[config.mk]
export PLATFORM = sky130hd
export DESIGN_NAME = multiplier_seq_flat
export DESIGN_NICKNAME = d
export VERILOG_FILES = /design/src/rtl/multiplier_seq_if.sv /design/src/rtl/multiplier_seq.sv /design/src/flat_wrapper.sv
export SDC_FILE = /design/constraint.sdc
export NUM_CORES = 1
export LEC_CHECK = 0
export ABC_AREA = 1
export BUFFER_PORTS_ARGS = -buffer_cell sky130_fd_sc_hd__buf_2
export CAP_MARGIN = 20
export CORE_ASPECT_RATIO = 0.6
export CORE_UTILIZATION = 60
export CTS_BUF_LIST = sky130_fd_sc_hd__clkbuf_2
export DETAILED_ROUTE_END_ITERATION = 12
export MAX_ROUTING_LAYER = met4
export PLACE_DENSITY = 0.79
export SLEW_MARGIN = 20
export SYNTH_ARGS = -nofsm -noshare
export SYNTH_HDL_FRONTEND = slang
export SYNTH_SLANG_ARGS = --single-unit
export TNS_END_PERCENT = 1
[constraint.sdc]
create_clock -name clk -period 2.4 [get_ports clk]
set_clock_uncertainty 0.1 [all_clocks]
set_input_delay 0 -clock clk [delete_from_list [all_inputs] [get_ports clk]]
set_output_delay 0 -clock clk [all_outputs]
set_load 0.02 [all_outputs]
[src/rtl/multiplier_seq_if.sv]
// multiplier_seq_if: start/operand request and busy/done/product response bundle for multiplier_seq
interface multiplier_seq_if #(parameter int width = 8);
  logic                 start;
  logic [width-1:0]     a;
  logic [width-1:0]     b;
  logic                 busy;
  logic                 done;
  logic [2*width-1:0]   product;
  modport master (output start, a, b, input busy, done, product);
  modport slave  (input start, a, b, output busy, done, product);
endinterface

[src/rtl/multiplier_seq.sv]
// multiplier_seq: shift-and-add unsigned multiplier, IDLE/RUN/DONE FSM; define MULTIPLIER_SEQ_EARLY_TERM_EN to stop once the multiplier runs out of set bits
module multiplier_seq #(
  parameter int width = 8
) (
  input  logic             clk,
  input  logic             reset,
  multiplier_seq_if.slave  bus
);
  localparam int CW = $clog2(width) + 1;
  typedef enum logic [1:0] {IDLE, RUN, DONE} state_t;
  state_t               r_state, w_next;
  logic [2*width-1:0]   r_mcand, r_acc, r_product, w_acc_next;
  logic [width-1:0]     r_mplier, w_mplier_next;
  logic [CW-1:0]        r_count;
  logic                 w_last;
  assign w_acc_next    = r_mplier[0] ? r_acc + r_mcand : r_acc;
  assign w_mplier_next = {1'b0, r_mplier[width-1:1]};
`ifdef MULTIPLIER_SEQ_EARLY_TERM_EN
  assign w_last = (r_count == CW'(width - 1)) || (w_mplier_next == '0);
`else
  assign w_last = r_count == CW'(width - 1);
`endif
  always_ff @(posedge clk)
    if (reset) r_state <= IDLE;
    else       r_state <= w_next;
  always_comb begin
    w_next = r_state;
    w_next = r_state == IDLE ? (bus.start ? RUN : IDLE) :
             r_state == RUN  ? (w_last ? DONE : RUN) : IDLE;
  end
  // product only moves on DONE entry, so it keeps the previous result through IDLE and RUN
  always_ff @(posedge clk) begin
    if (reset) begin
      r_mcand   <= '0;
      r_mplier  <= '0;
      r_acc     <= '0;
      r_count   <= '0;
      r_product <= '0;
    end else if (r_state == IDLE && bus.start) begin
      r_mcand   <= {{width{1'b0}}, bus.a};
      r_mplier  <= bus.b;
      r_acc     <= '0;
      r_count   <= '0;
    end else if (r_state == RUN) begin
      r_acc     <= w_acc_next;
      r_mcand   <= r_mcand << 1;
      r_mplier  <= w_mplier_next;
      r_count   <= r_count + 1'b1;
      if (w_last) r_product <= w_acc_next;
    end
  end
  assign bus.busy    = r_state == RUN;
  assign bus.done    = r_state == DONE;
  assign bus.product = r_product;
endmodule

[src/flat_wrapper.sv]
// flat-port wrapper written by rule: the top's interface ports become plain ports
module multiplier_seq_flat 
#(
  parameter int width = 8
)
  (clk, reset, bus_start, bus_a, bus_b, bus_busy, bus_done, bus_product);
  multiplier_seq_if #(.width(width)) bus_i ();
  input  logic clk;
  input  logic reset;
  input wire logic [$bits(bus_i.start)-1:0] bus_start;
  input wire logic [$bits(bus_i.a)-1:0] bus_a;
  input wire logic [$bits(bus_i.b)-1:0] bus_b;
  output wire logic [$bits(bus_i.busy)-1:0] bus_busy;
  output wire logic [$bits(bus_i.done)-1:0] bus_done;
  output wire logic [$bits(bus_i.product)-1:0] bus_product;
  assign bus_i.start = bus_start;
  assign bus_i.a = bus_a;
  assign bus_i.b = bus_b;
  assign bus_busy = bus_i.busy;
  assign bus_done = bus_i.done;
  assign bus_product = bus_i.product;
  multiplier_seq #(.width(width)) u_core (.clk(clk), .reset(reset), .bus(bus_i));
endmodule
==> impl_metrics.xml <==
<?xml version="1.0" encoding="UTF-8"?>
<metrics>
  <group name="outcome">
    <metric name="run_status" unit="">complete, no violations</metric>
  </group>
  <group name="critical_path">
    <metric name="crit_path_start_kind" unit="">flop</metric>
    <metric name="cp_cell_sequence" unit="">inv_1 &gt; nand3_2 &gt; inv_8 &gt; nand2_1 &gt; dlygate4sd3_1 &gt; a21oi_1 &gt; dlygate4sd3_1</metric>
    <metric name="crit_path_frequent_cell" unit="">sky130_fd_sc_hd__dlygate4sd3_1</metric>
    <metric name="worstPathMaxFanout" unit="">7</metric>
    <metric name="timing_worst_setup_path_type" unit="">flop to flop</metric>
    <metric name="end_kind" unit="">flop</metric>
    <metric name="cp_slowest_stage_delay" unit="ns">0.56</metric>
    <metric name="critPathArrivalTime" unit="ns">2.66</metric>
    <metric name="rrSetupSlack" unit="ns">0.14</metric>
    <metric name="cp_slowest_cell" unit="">sky130_fd_sc_hd__dlygate4sd3_1</metric>
    <metric name="timing.critical_path.required" unit="ns">2.79</metric>
  </group>
  <group name="job">
    <metric name="max_cap_violations" unit="">0</metric>
  </group>
  <group name="synthesis">
    <metric name="yosys.cell_count.top_type" unit="">sky130_fd_sc_hd__nand2_1</metric>
    <metric name="synthArstFlopShare" unit="">0</metric>
    <metric name="ys_seq_elements" unit="">62</metric>
    <metric name="yosys.cell_types.count" unit="">35</metric>
    <metric name="postSynthNetCount" unit="">562</metric>
    <metric name="synth_cells" unit="">526</metric>
    <metric name="netlist_top_cells_count" unit="">sky130_fd_sc_hd__nand2_1, sky130_fd_sc_hd__inv_1, sky130_fd_sc_hd__dfxtp_1</metric>
    <metric name="synth.area.top_cells" unit="">sky130_fd_sc_hd__dfxtp_1, sky130_fd_sc_hd__nand2_1, sky130_fd_sc_hd__inv_1</metric>
    <metric name="synth_top_area_cell" unit="">sky130_fd_sc_hd__dfxtp_1</metric>
    <metric name="yosysTopAreaCellShare" unit="">0.355</metric>
    <metric name="synth_area" unit="um^2">3500</metric>
    <metric name="synthesis.area_per_instance" unit="um^2">6.65</metric>
    <metric name="fraction_of_the_yosys_area_taken_by_sequential_cells" unit="">0.355</metric>
    <metric name="number_of_enable_type_register_cells_in_the_synthesized_netlist" unit="">0</metric>
    <metric name="ys.flop_type" unit="">sky130_fd_sc_hd__dfxtp_1</metric>
    <metric name="synthesis.yosys.warnings" unit="">0</metric>
  </group>
  <group name="floorplan">
    <metric name="die_height" unit="um">61.1</metric>
    <metric name="dieWidth" unit="um">101</metric>
    <metric name="num_rows" unit="">21</metric>
    <metric name="die-area" unit="um^2">6150</metric>
    <metric name="core_area" unit="um^2">5600</metric>
    <metric name="num_io_pins" unit="">37</metric>
    <metric name="initial_utilization" unit="">0.625</metric>
  </group>
  <group name="route">
    <metric name="antenna_left" unit="">0</metric>
    <metric name="avgRoutedWirePerCell" unit="um">14.3</metric>
    <metric name="wirelength" unit="um">9660</metric>
    <metric name="post_drt_via_cell_ratio" unit="">5.37</metric>
    <metric name="post-route-drc-count" unit="">0</metric>
    <metric name="route.vias.total" unit="">3638</metric>
    <metric name="drtPass1Iterations" unit="">5</metric>
    <metric name="initialDrtViolationCount" unit="">311</metric>
  </group>
  <group name="power">
    <metric name="p_clk_frac" unit="">0.311</metric>
    <metric name="int_pwr" unit="uW">1500</metric>
    <metric name="cellPowerDensity" unit="nW/um^2">539</metric>
    <metric name="power.combinational.fraction" unit="">0.188</metric>
    <metric name="p_sw_frac" unit="">0.331</metric>
    <metric name="sequentialPowerShare" unit="">0.501</metric>
    <metric name="power.switching" unit="uW">744</metric>
    <metric name="max-vdd-ir-drop" unit="mV">0.391</metric>
    <metric name="p_leak" unit="uW">0.00210</metric>
  </group>
  <group name="finish">
    <metric name="layout.cell_area.non_filler" unit="um^2">4170</metric>
    <metric name="layout.filler_cells" unit="">439</metric>
    <metric name="area_delta_synth_final" unit="%">19.3</metric>
    <metric name="insertedDiodeCount" unit="">0</metric>
    <metric name="drive_above_1_share" unit="">0.117</metric>
    <metric name="final_cell_count_no_fill" unit="">677</metric>
    <metric name="multi_input_comb_area" unit="um^2">1860</metric>
    <metric name="area.sequential" unit="um^2">1240</metric>
    <metric name="final_net_count" unit="">628</metric>
  </group>
  <group name="cts">
    <metric name="clk_path_buf_depth" unit="">2</metric>
    <metric name="cts_tree" unit="">built</metric>
    <metric name="clk_transition_reported_paths" unit="ns">0.19</metric>
    <metric name="cts-htree-levels" unit="">3</metric>
    <metric name="clock_tree.root_cell" unit="">sky130_fd_sc_hd__clkbuf_2</metric>
    <metric name="clock_sink_count" unit="">62</metric>
    <metric name="num_cts_buffers" unit="">9</metric>
    <metric name="insertion_delay" unit="ns">0.54</metric>
  </group>
  <group name="global_routing">
    <metric name="grt_start_max_net_pins" unit="">51</metric>
    <metric name="grt_remaining_overflow" unit="">0</metric>
    <metric name="grt_antenna_before_repair" unit="">0</metric>
    <metric name="first_global_vias" unit="">3159</metric>
    <metric name="grt_pass1_wl" unit="um">15200</metric>
    <metric name="globalRouteTotalUtil" unit="">0.342</metric>
  </group>
  <group name="timing">
    <metric name="fin_tns_setup" unit="ns">0</metric>
    <metric name="timing.final.hold_violations" unit="">0</metric>
    <metric name="fin_crit_sh" unit="">0.942</metric>
    <metric name="report.final.setup_viol" unit="">0</metric>
    <metric name="tightestPinTransition" unit="ns">0.548</metric>
    <metric name="finalWorstSetupSlack" unit="ns">0.140</metric>
    <metric name="max_freq" unit="MHz">442</metric>
    <metric name="rsz0062_at_grt" unit="">false</metric>
    <metric name="hold_ws" unit="ns">0.203</metric>
    <metric name="timing.final.crit_period" unit="ns">2.26</metric>
    <metric name="timing_max_transition_violations_final" unit="">0</metric>
    <metric name="max-slew-margin-rel" unit="">0.634</metric>
  </group>
  <group name="place">
    <metric name="dp_hpwl" unit="um">6200</metric>
    <metric name="portBuffers" unit="">36</metric>
    <metric name="placed_cell_areas" unit="um^2">3680</metric>
    <metric name="placement.setup.worst_slack" unit="ns">0.374</metric>
    <metric name="dp_cells" unit="">624</metric>
    <metric name="place.gp.congestion" unit="">0.894</metric>
  </group>
  <group name="hold_path">
    <metric name="path_type_of_the_worst_min_delay_path" unit="">primary input to flop</metric>
  </group>
</metrics>
## sequential cells by signal, indices dropped and copies added, names as in the netlist
register	flops
u_core.bus.product	16
u_core.r_acc	16
u_core.r_mcand	16
u_core.r_mplier	8
u_core.r_count	4
u_core.r_state	2
## power by group through the flow
stage	clock, uW	sequential [uW]	combinational [uW]
detailed placement	0	1140	332
global route	752	1130	467
global placement	0	1140	321
CTS	707	1120	393
floorplan	0	1120	268
finish	699	1130	422
## layout by cell type (no fill, tap or decap), drive strengths merged, types with 6 or more instances in the layout
master         n
a21oi         42
dlygate4sd3   34
o21ai         23
clkbuf         9
o22ai         17
o211ai         6
buf           41
inv           78
dfxtp         62
nor2          64
nand2        138
nand3         39
ha            16
## repair_timing
item,4_1_cts,5_1_grt
resized for setup,0,5
setup buffers,0,3
endpoints found under the setup margin,0,2
endpoints found under the hold margin,36,0
hold buffers,34,0
## cells by family (layout without fill, tap and decap cells)
family,Yosys count,after routing,synth area share
muxes,1,1,0.00286
and+or+nand+nor,256,256,0.312
AOI/OAI and AO/OA,91,91,0.146
adders and majority gates,17,17,0.0629
DFF,62,62,0.355
buffers and inverters,96,167,0.114
xor gates and xnor gates,3,3,0.00751
## metal layers
metal | vias up | GRT usage | wire length, um
met3 | 18 | 0.106 | 979
met5 | - | - | 0
met2 | 150 | 0.514 | 4060
met1 | 1650 | 0.459 | 4480
li1 | 1820 | - | -
met4 | 0 | 0.0683 | 148
## path summary, 6_finish.rpt
| path | start | cells past startpoint | end |
|---|---|---|---|
| max | u_core.r_state[1] | 7 | u_core.r_mcand[0] |
| min | bus_b[1] | 4 | u_core.r_mplier[1] |
| max reg2reg | u_core.r_state[1] | 7 | u_core.r_mcand[0] |
| min reg2reg | u_core.bus.product[8] | 2 | u_core.bus.product[8] |
## area by class of cell
cell class	instances	share of cell area
Tap cell	80	0.0240
Multi-Input combinational cell	368	0.445
Sequential cell	62	0.297
Clock buffer	9	0.0108
Timing Repair Buffer	75	0.134
Inverter	76	0.0701
Clock inverter	7	0.0192
## per-stage QoR
| step | total power (uW) | util |
|---|---|---|
| floorplan | 1390 | - |
| global placement | 1460 | 0.657 |
| detailed placement | 1470 | 0.657 |
| CTS | 2220 | 0.740 |
| global route | 2350 | 0.746 |
| finish | 2250 | 0.746 |
## critical path: cells and delay by family (launching register included)
kind	cells	cell delay, ns
buf+inv	4	1.34
flops	1	0.38
simple gates	2	0.26
compound gates	1	0.14
(Power assumes the default switching activity.)
